**config.mk**
```make
export PLATFORM = sky130hd
export DESIGN_NAME = taiga_hpm_counter_bank
export DESIGN_NICKNAME = d
export VERILOG_FILES = /design/src/rtl/taiga_hpm_counter_bank.sv
export SDC_FILE = /design/constraint.sdc
export NUM_CORES = 1
export LEC_CHECK = 0
export BUFFER_PORTS_ARGS = -buffer_cell sky130_fd_sc_hd__buf_2
export CORE_MARGIN = 5
export CORE_UTILIZATION = 40
export CTS_CLUSTER_DIAMETER = 60
export DETAILED_ROUTE_END_ITERATION = 12
export GPL_TIMING_DRIVEN = 0
export PLACE_DENSITY_LB_ADDON = 0.2
export SYNTH_ARGS = -nofsm -noshare
export SYNTH_HDL_FRONTEND = slang
export SYNTH_SLANG_ARGS = --single-unit
```
**constraint.sdc**
```tcl
create_clock -name clk -period 3.8 [get_ports clk]
set_clock_uncertainty 0.1 [all_clocks]
set_input_delay 0.19 -clock clk [delete_from_list [all_inputs] [get_ports clk]]
set_output_delay 0.19 -clock clk [all_outputs]
set_load 0.005 [all_outputs]
```
**src/rtl/taiga_hpm_counter_bank.sv**
```systemverilog
// Bank of NUM_COUNTERS performance counters for the Taiga core. Each counter has
// its own event selection, wrap/saturate mode, sticky overflow and interrupt enable.
module taiga_hpm_counter_bank #(
   parameter int NUM_COUNTERS = 4,
   parameter int COUNTER_W    = 33,
   parameter int NUM_EVENTS   = 16,
   parameter int EVENT_SEL_W  = $clog2(NUM_EVENTS),
   parameter int ADDR_W       = $clog2(NUM_COUNTERS) + 2
) (
   input  logic                    clk,
   input  logic                    rst_n,
   input  logic [NUM_EVENTS-1:0]   events,
   input  logic                    freeze,
   input  logic                    csr_req,
   input  logic                    csr_we,
   input  logic [ADDR_W-1:0]       csr_addr,
   input  logic [31:0]             csr_wdata,
   output logic [31:0]             csr_rdata,
   output logic                    csr_rvalid,
   output logic [NUM_COUNTERS-1:0] ovf_irq
);

   localparam int HI_W  = COUNTER_W - 32;
   localparam int IDX_W = (ADDR_W > 2) ? ADDR_W - 2 : 1;

   localparam logic [1:0] REG_LO     = 2'd0;
   localparam logic [1:0] REG_HI     = 2'd1;
   localparam logic [1:0] REG_CTRL   = 2'd2;
   localparam logic [1:0] REG_STATUS = 2'd3;

   logic [IDX_W-1:0] idx;
   logic [1:0]       reg_sel;
   logic             idx_ok;
   logic             wr_acc;
   logic             rd_acc;

   logic [COUNTER_W-1:0]    cnt       [NUM_COUNTERS];
   logic [HI_W-1:0]         hi_shadow [NUM_COUNTERS];
   logic [31:0]             ctrl_rd   [NUM_COUNTERS];
   logic [NUM_COUNTERS-1:0] ovf;
   logic [NUM_COUNTERS-1:0] irq_en;

   logic [31:0] rd_next;
   logic [31:0] rdata_p1;
   logic        rvld_p1;

   generate
      if (ADDR_W > 2) begin : g_idx
         assign idx = csr_addr[ADDR_W-1:2];
      end else begin : g_idx_single
         assign idx = '0;
      end
   endgenerate

   assign reg_sel = csr_addr[1:0];
   assign idx_ok  = (32'(idx) < NUM_COUNTERS);
   assign wr_acc  = csr_req & csr_we & idx_ok;
   assign rd_acc  = csr_req & ~csr_we;

   for (genvar i = 0; i < NUM_COUNTERS; i++) begin : g_cnt
      logic                   hit;
      logic                   lo_wr, hi_wr, ctrl_wr, stat_wr, lo_rd;
      logic [EVENT_SEL_W-1:0] sel;
      logic                   en, sat, ie, ov;
      logic [COUNTER_W-1:0]   c;
      logic [HI_W-1:0]        sh;
      logic                   ev_hit, inc, at_max, ovf_set;

      assign hit     = (idx == IDX_W'(i));
      assign lo_wr   = wr_acc & hit & (reg_sel == REG_LO);
      assign hi_wr   = wr_acc & hit & (reg_sel == REG_HI);
      assign ctrl_wr = wr_acc & hit & (reg_sel == REG_CTRL);
      assign stat_wr = wr_acc & hit & (reg_sel == REG_STATUS);
      assign lo_rd   = rd_acc & hit & (reg_sel == REG_LO);

      // Out-of-range selects behave as a permanently idle event.
      always_comb begin
         ev_hit = 1'b0;
         if (32'(sel) < NUM_EVENTS) ev_hit = events[sel];
      end

      assign inc     = en & ~freeze & ev_hit;
      assign at_max  = &c;
      assign ovf_set = inc & at_max & ~(lo_wr | hi_wr);

      always_ff @(posedge clk or negedge rst_n) begin
         if (!rst_n) begin
            c   <= '0;
            sh  <= '0;
            sel <= '0;
            en  <= 1'b0;
            sat <= 1'b0;
            ie  <= 1'b0;
            ov  <= 1'b0;
         end else begin
            if (lo_wr) c[31:0] <= csr_wdata;
            if (hi_wr) c[COUNTER_W-1:32] <= csr_wdata[HI_W-1:0];
            // A software write to either half drops this cycle's increment.
            if (inc && !lo_wr && !hi_wr && !(at_max && sat)) c <= c + 1'b1;
            if (ctrl_wr) begin
               en  <= csr_wdata[31];
               sat <= csr_wdata[30];
               ie  <= csr_wdata[29];
               sel <= csr_wdata[EVENT_SEL_W-1:0];
            end
            ov <= ovf_set | (ov & ~(stat_wr & csr_wdata[0]));
            if (lo_rd) sh <= c[COUNTER_W-1:32];
         end
      end

      always_comb begin
         ctrl_rd[i]                  = '0;
         ctrl_rd[i][31]              = en;
         ctrl_rd[i][30]              = sat;
         ctrl_rd[i][29]              = ie;
         ctrl_rd[i][EVENT_SEL_W-1:0] = sel;
      end

      assign cnt[i]       = c;
      assign hi_shadow[i] = sh;
      assign ovf[i]       = ov;
      assign irq_en[i]    = ie;
   end

   always_comb begin
      rd_next = '0;
      for (int k = 0; k < NUM_COUNTERS; k++) begin
         if (idx == IDX_W'(k)) begin
            case (reg_sel)
               REG_LO:     rd_next = cnt[k][31:0];
               REG_HI:     rd_next = 32'(hi_shadow[k]);
               REG_CTRL:   rd_next = ctrl_rd[k];
               REG_STATUS: rd_next = {31'b0, ovf[k]};
               default:    rd_next = '0;
            endcase
         end
      end
   end

   // p1: registered read response
   always_ff @(posedge clk or negedge rst_n) begin
      if (!rst_n) begin
         rvld_p1  <= 1'b0;
         rdata_p1 <= '0;
      end else begin
         rvld_p1 <= rd_acc;
         if (rd_acc) rdata_p1 <= rd_next;
      end
   end

   assign csr_rvalid = rvld_p1;
   assign csr_rdata  = rdata_p1;
   assign ovf_irq    = ovf & irq_en;

endmodule

```
* Word level (Yosys, flattened, before mapping) *
Cells that the tools add are included.

word-level totals
  output and inout bits = 37
  word-level logic and storage cells = 191
  input port bits = 57
  bits in registers = 201

operators by class
  bitwise logic cells = 73
  mux-type cells = 28
  $lt $le $gt $ge = 4
  reduce and logical (&&, ||, !) cells = 42
  eq/ne operators = 6
  add/subtract/negate cells = 4

operators with widths
  kind                   count
  $pmux 32 s4            4
  $mux 32                8
  $add 33x1->33 const B  4
  $mux 33                4
  $reduce_and 33->1      4
  $and 1x1->1            54
  $lt 4x5->1 const B     4
  $bmux 1 s4             4
  $logic_and 1x1->1      16
  $reduce_bool 2->1      8
  $logic_not 1->1        12
  $not 1->1              10
  $eq 2x2->1 const B     4
  $mux 1                 8
  $or 1x1->1             8
  $and 4x4->4            1
  $eq 2x1->1 const B     2
  $logic_not 2->1        2

* Longest topological paths before layout *
  depth after elaboration = 8
  gate-level depth with buffers = 15
  depth with buffers taken out = 13

* Least setup slack after synthesis *
Ideal clock, no wire load.

  kind = register -> register
  start point = register g_cnt[1].c[0]
  end point = register g_cnt[1].c[4]
  data required time = 3.613 ns
  stages on the path, launching flop included = 15
  path buffers = 1
  path slack = 0.586 ns
  clock period less this slack = 3.214 ns
  setup time = 0.087 ns
  arrival = 3.028 ns
  cell sequence = dfrtp_1 > ha_1 > and3_1 > nand3_1 > nor3_1 > nand2_1 > nor3_1 > ha_1 > and2_1 > a21oi_1 > and4_1 > a211oi_1 > buf_2 > o21ai_0 > o211ai_1

between the ends
  longest elaborated chain between the ends = 5
  elaborated cells between the ends (all ways) = 7
  classes of those cells = add/sub (1); mux (1); reduce/logical (5)

ends and longest elaborated chain
  what                                                   RTL line  source
  start, declared                                        65        logic [COUNTER_W-1:0] c;
  start signal, assigned                                 96        if (lo_wr) c[31:0] <= csr_wdata;
  start signal, assigned by index                        97        if (hi_wr) c[COUNTER_W-1:32] <= csr_wdata[HI_W-1:0];
  start signal, assigned                                 99        if (inc && !lo_wr && !hi_wr && !(at_max && sat)) c <= c + 1'b1;
  branches (longest 5 deep; another with $add 33x1->33)  n/a

Parallel ways; which one is timed is not known.
A chain may end at the register's enable or synchronous reset.

* Worst setup path in the final report *
  start point = register g_cnt[2].c[18]
  end point = register g_cnt[2].c[23]

between the ends
  longest elaborated chain between the ends = 5
  elaborated cells between the ends (all ways) = 7
  classes of those cells = add/sub (1); mux (1); reduce/logical (5)

ends and longest elaborated chain
  what                                                   RTL line
  start, declared                                        65
  start signal, assigned                                 96
  start signal, assigned by index                        97
  start signal, assigned                                 99
  branches (longest 5 deep; another with $add 33x1->33)  n/a

Parallel ways; which one is timed is not known.

==> results.md <==
* Run status: finished, final reports clean
* Distinct cells, synth at 69
* Seq cells post-synth at 201
* Final setup TNS at 0 ns
* Filler Cell Count at 2910
* Critical path class: reg -> reg
* P per Cell Area at 529 mW/mm²
* Slew @ Worst Pin at 1.28 ns
* RR Startpoint: g_cnt[2].c[18]
* Worst-path clk slew at 0.06 ns
* Row count at 64
* Worst vdd ir at 395 µV
* Post-synthesis net count at 1356
* DP HPWL at 34800 µm
* Most instantiated cells after synthesis: 201 x dfrtp_1, 184 x nand2_1, 82 x nor2_1
* FFs w/ async S/R, synth at 1.00
* Port Buffer Count at 88
* Final ANT Viol Nets at 0
* Synth Warn # at 0
* Worst Setup Start Kind: register
* Routed wire length at 48300 µm
* Most frequent cell after synthesis: dfrtp_1
* Crit. End Element: register
* Vias in the first global route at 11600
* Endpoints failing hold at 0
* Die height at 185 µm
* CTS tree: built
* Register-to-Register Path Depth at 14
* Worst path max stage delay at 0.45 ns
* R2R Setup Slk at 0.08 ns
* Ranking of synthesized cells by area: dfrtp_1 41%, mux4_2 8.3%, nand2_1 5.6%
* Leak at 6.10 nW
* Min-delay src: csr_wdata[1]
* Cell Area, Synth at 0.0123 mm²
* CP Max Fanout at 10
* GPL Wtd Cong at 0.981
* Min-Delay Path Class: in -> reg
* I/O Pins at 94
* CP max-delay cell: dfrtp_1
* Synth Instances at 1291
* Area of the core at 0.0304 mm²
* Syn-to-layout area delta at 19.2%
* Wire length per cell at 26.0 µm
* Sequential area share after synthesis at 0.411
* Vias per cell at 6.48
* Required @ worst endpoint at 4.13 ns
* Final setup viols at 0
* Antenna violations before repair at 0
* Die Wd at 185 µm
* Post-synth EDFFs at 0
* Total global routing overflow at 0
* WHS Endpoint: g_cnt[3].c[1]
* Final worst-path cycle share at 0.978
* CTS Sinks at 201
* Max Buffers Root-to-Sink at 3
* Syn avg cell area at 9.49 µm²
* Max-cap violations at 0
* Worst path cell trace: and3_2 > and4_1 > clkbuf_1 > and4_1 > and3_1 > and3_1 > ha_1 > nand2_1 > o2111a_1 > o21a_4 > and3_4 > buf_6 > nand4_1 > a31o_2
* Layout cells sized above 1 at 0.187
* CTS buffer count at 27
* Max-slew violations at 0
* First-pass GRT wire length at 72600 µm
* Arr. time, crit path at 4.05 ns
* FF-to-FF End: g_cnt[2].c[23]
* Initial core utilization at 0.403
* Cell count of the worst hold path at 3
* Gr usage total at 0.280
* Achievable Freq at 269 MHz
* Dominant cell type by area after synthesis: dfrtp_1
* CP startpoint: g_cnt[2].c[18]
* Nets at 1509
* Clock latency at the later pin of the worst-skew pair at 0.55 ns
* # diodes at 0
* Total number of vias at 12000
* Buf/Inv on CP at 2
* Finished Cell Area at 0.0146 mm²
* Largest net degree at the start of global routing at 106
* DRC Markers at 0
* CP top delay family: simple AND/OR/NAND/NOR gates
* TritonRoute pass-1 iters at 5
* Die area at 0.0342 mm²
* Dominant synthesized flop cell: dfrtp_1
* Root Buffer: clkbuf_16
* Max transition margin at 0.143
* CTS H-tree depth at 1
* Iteration-0 DRC Markers at 1333
* Placed inst area at 0.0132 mm²
* Post-synth top area share at 0.411
* Final Critical Period at 3.72 ns
-- worst min-delay path, cell delays in order --
cell and delay [ns]:
buf_2 0.26, a22oi_1 0.13, nand2_1 0.05
-- cells by family after synthesis --
family	after synthesis	share of synthesized area
flip-flops	201	0.411
adder cells (fa/ha/maj)	8	0.00817
AND/OR/NAND/NOR	550	0.222
multiplexers	102	0.133
XOR/XNOR	1	0.000715
AO/OA/AOI/OAI	333	0.193
buffers and inverters	96	0.0327
-- layout make-up --
class | count | area (µm²) | area share
Timing Repair Buffer | 125 | 828 | 0.0567
Tap cell | 396 | 495 | 0.0339
Sequential cell | 201 | 5030 | 0.345
Inverter | 21 | 78.8 | 0.00540
Clock buffer | 34 | 712 | 0.0488
Clock inverter | 13 | 186 | 0.0128
Buffer | 74 | 333 | 0.0228
Multi-Input combinational cell | 994 | 6940 | 0.475
-- per-stage QoR --
stage / total power, W / hold WS, ns / instances / setup WS, ns / utilization
after floorplan: 0.00426 / -0.206 / 1291 / 0.586 / -
after global routing: 0.00807 / 0.0185 / 1858 / -0.0147 / 0.480
final: 0.00772 / 0.0280 / 1858 / 0.0828 / 0.480
after CTS: 0.00768 / 0.00560 / 1855 / 0.000164 / 0.478
after detailed placement: 0.00503 / 0.198 / 1776 / -1.29 / 0.435
after global placement: 0.00498 / 0.361 / 1775 / -1.29 / 0.433
-- flip-flops by register name, summed over array words and instances, names as in the netlist --
name and count:
g_cnt.ie 4, csr_rdata 32, g_cnt.en 4, g_cnt.sel 16
g_cnt.sat 4, g_cnt.sh 4, g_cnt.c 132, csr_rvalid 1
g_cnt.ov 4
-- placed cells by master (no fill, tap or decap), drive strengths merged, types with 38 or more instances in the layout --
master,count
a21oi,44
buf,120
clkbuf,81
dfrtp,201
mux4,45
nand2,184
nand3,77
nand4,38
nor2,83
o21ai,83
-- per-layer routing --
| layer | vias to the layer above | part of all wire | GRT usage |
|---|---|---|---|
| met5 | - | 0 | 0 |
| met4 | 0 | 0.045 | 0.112 |
| met3 | 151 | 0.091 | 0.0489 |
| met2 | 634 | 0.44 | 0.426 |
| met1 | 5994 | 0.42 | 0.397 |
| li1 | 5258 | - | - |
-- timing repair --
item | CTS | global route
endpoints found under the setup margin | 101 | 83
pin swaps | 2 | 5
hold buffers | 32 | 0
endpoints found under the hold margin | 226 | 0
gates resized for setup | 19 | 16
buffers inserted | 1 | 3
-- power by group --
group / switching (W) / internal [W]
clock network: 0.00101 / 0.00160
logic: 0.000936 / 0.000826
registers: 0.000720 / 0.00263
total: 0.00267 / 0.00505
-- worst max path at each step --
stage | to | slack, ns | cells after the start
after global routing | g_cnt[3].c[15] | -0.01 | 14
after detailed placement | g_cnt[1].c[4] | -1.29 | 14
after floorplan | g_cnt[1].c[4] | 0.59 | 14
after global placement | g_cnt[1].sel[1] | -1.29 | 1
after CTS | g_cnt[3].c[23] | 0.0002 | 13
final | g_cnt[2].c[23] | 0.08 | 14
Note: power is estimated with default switching activity, not from simulation.
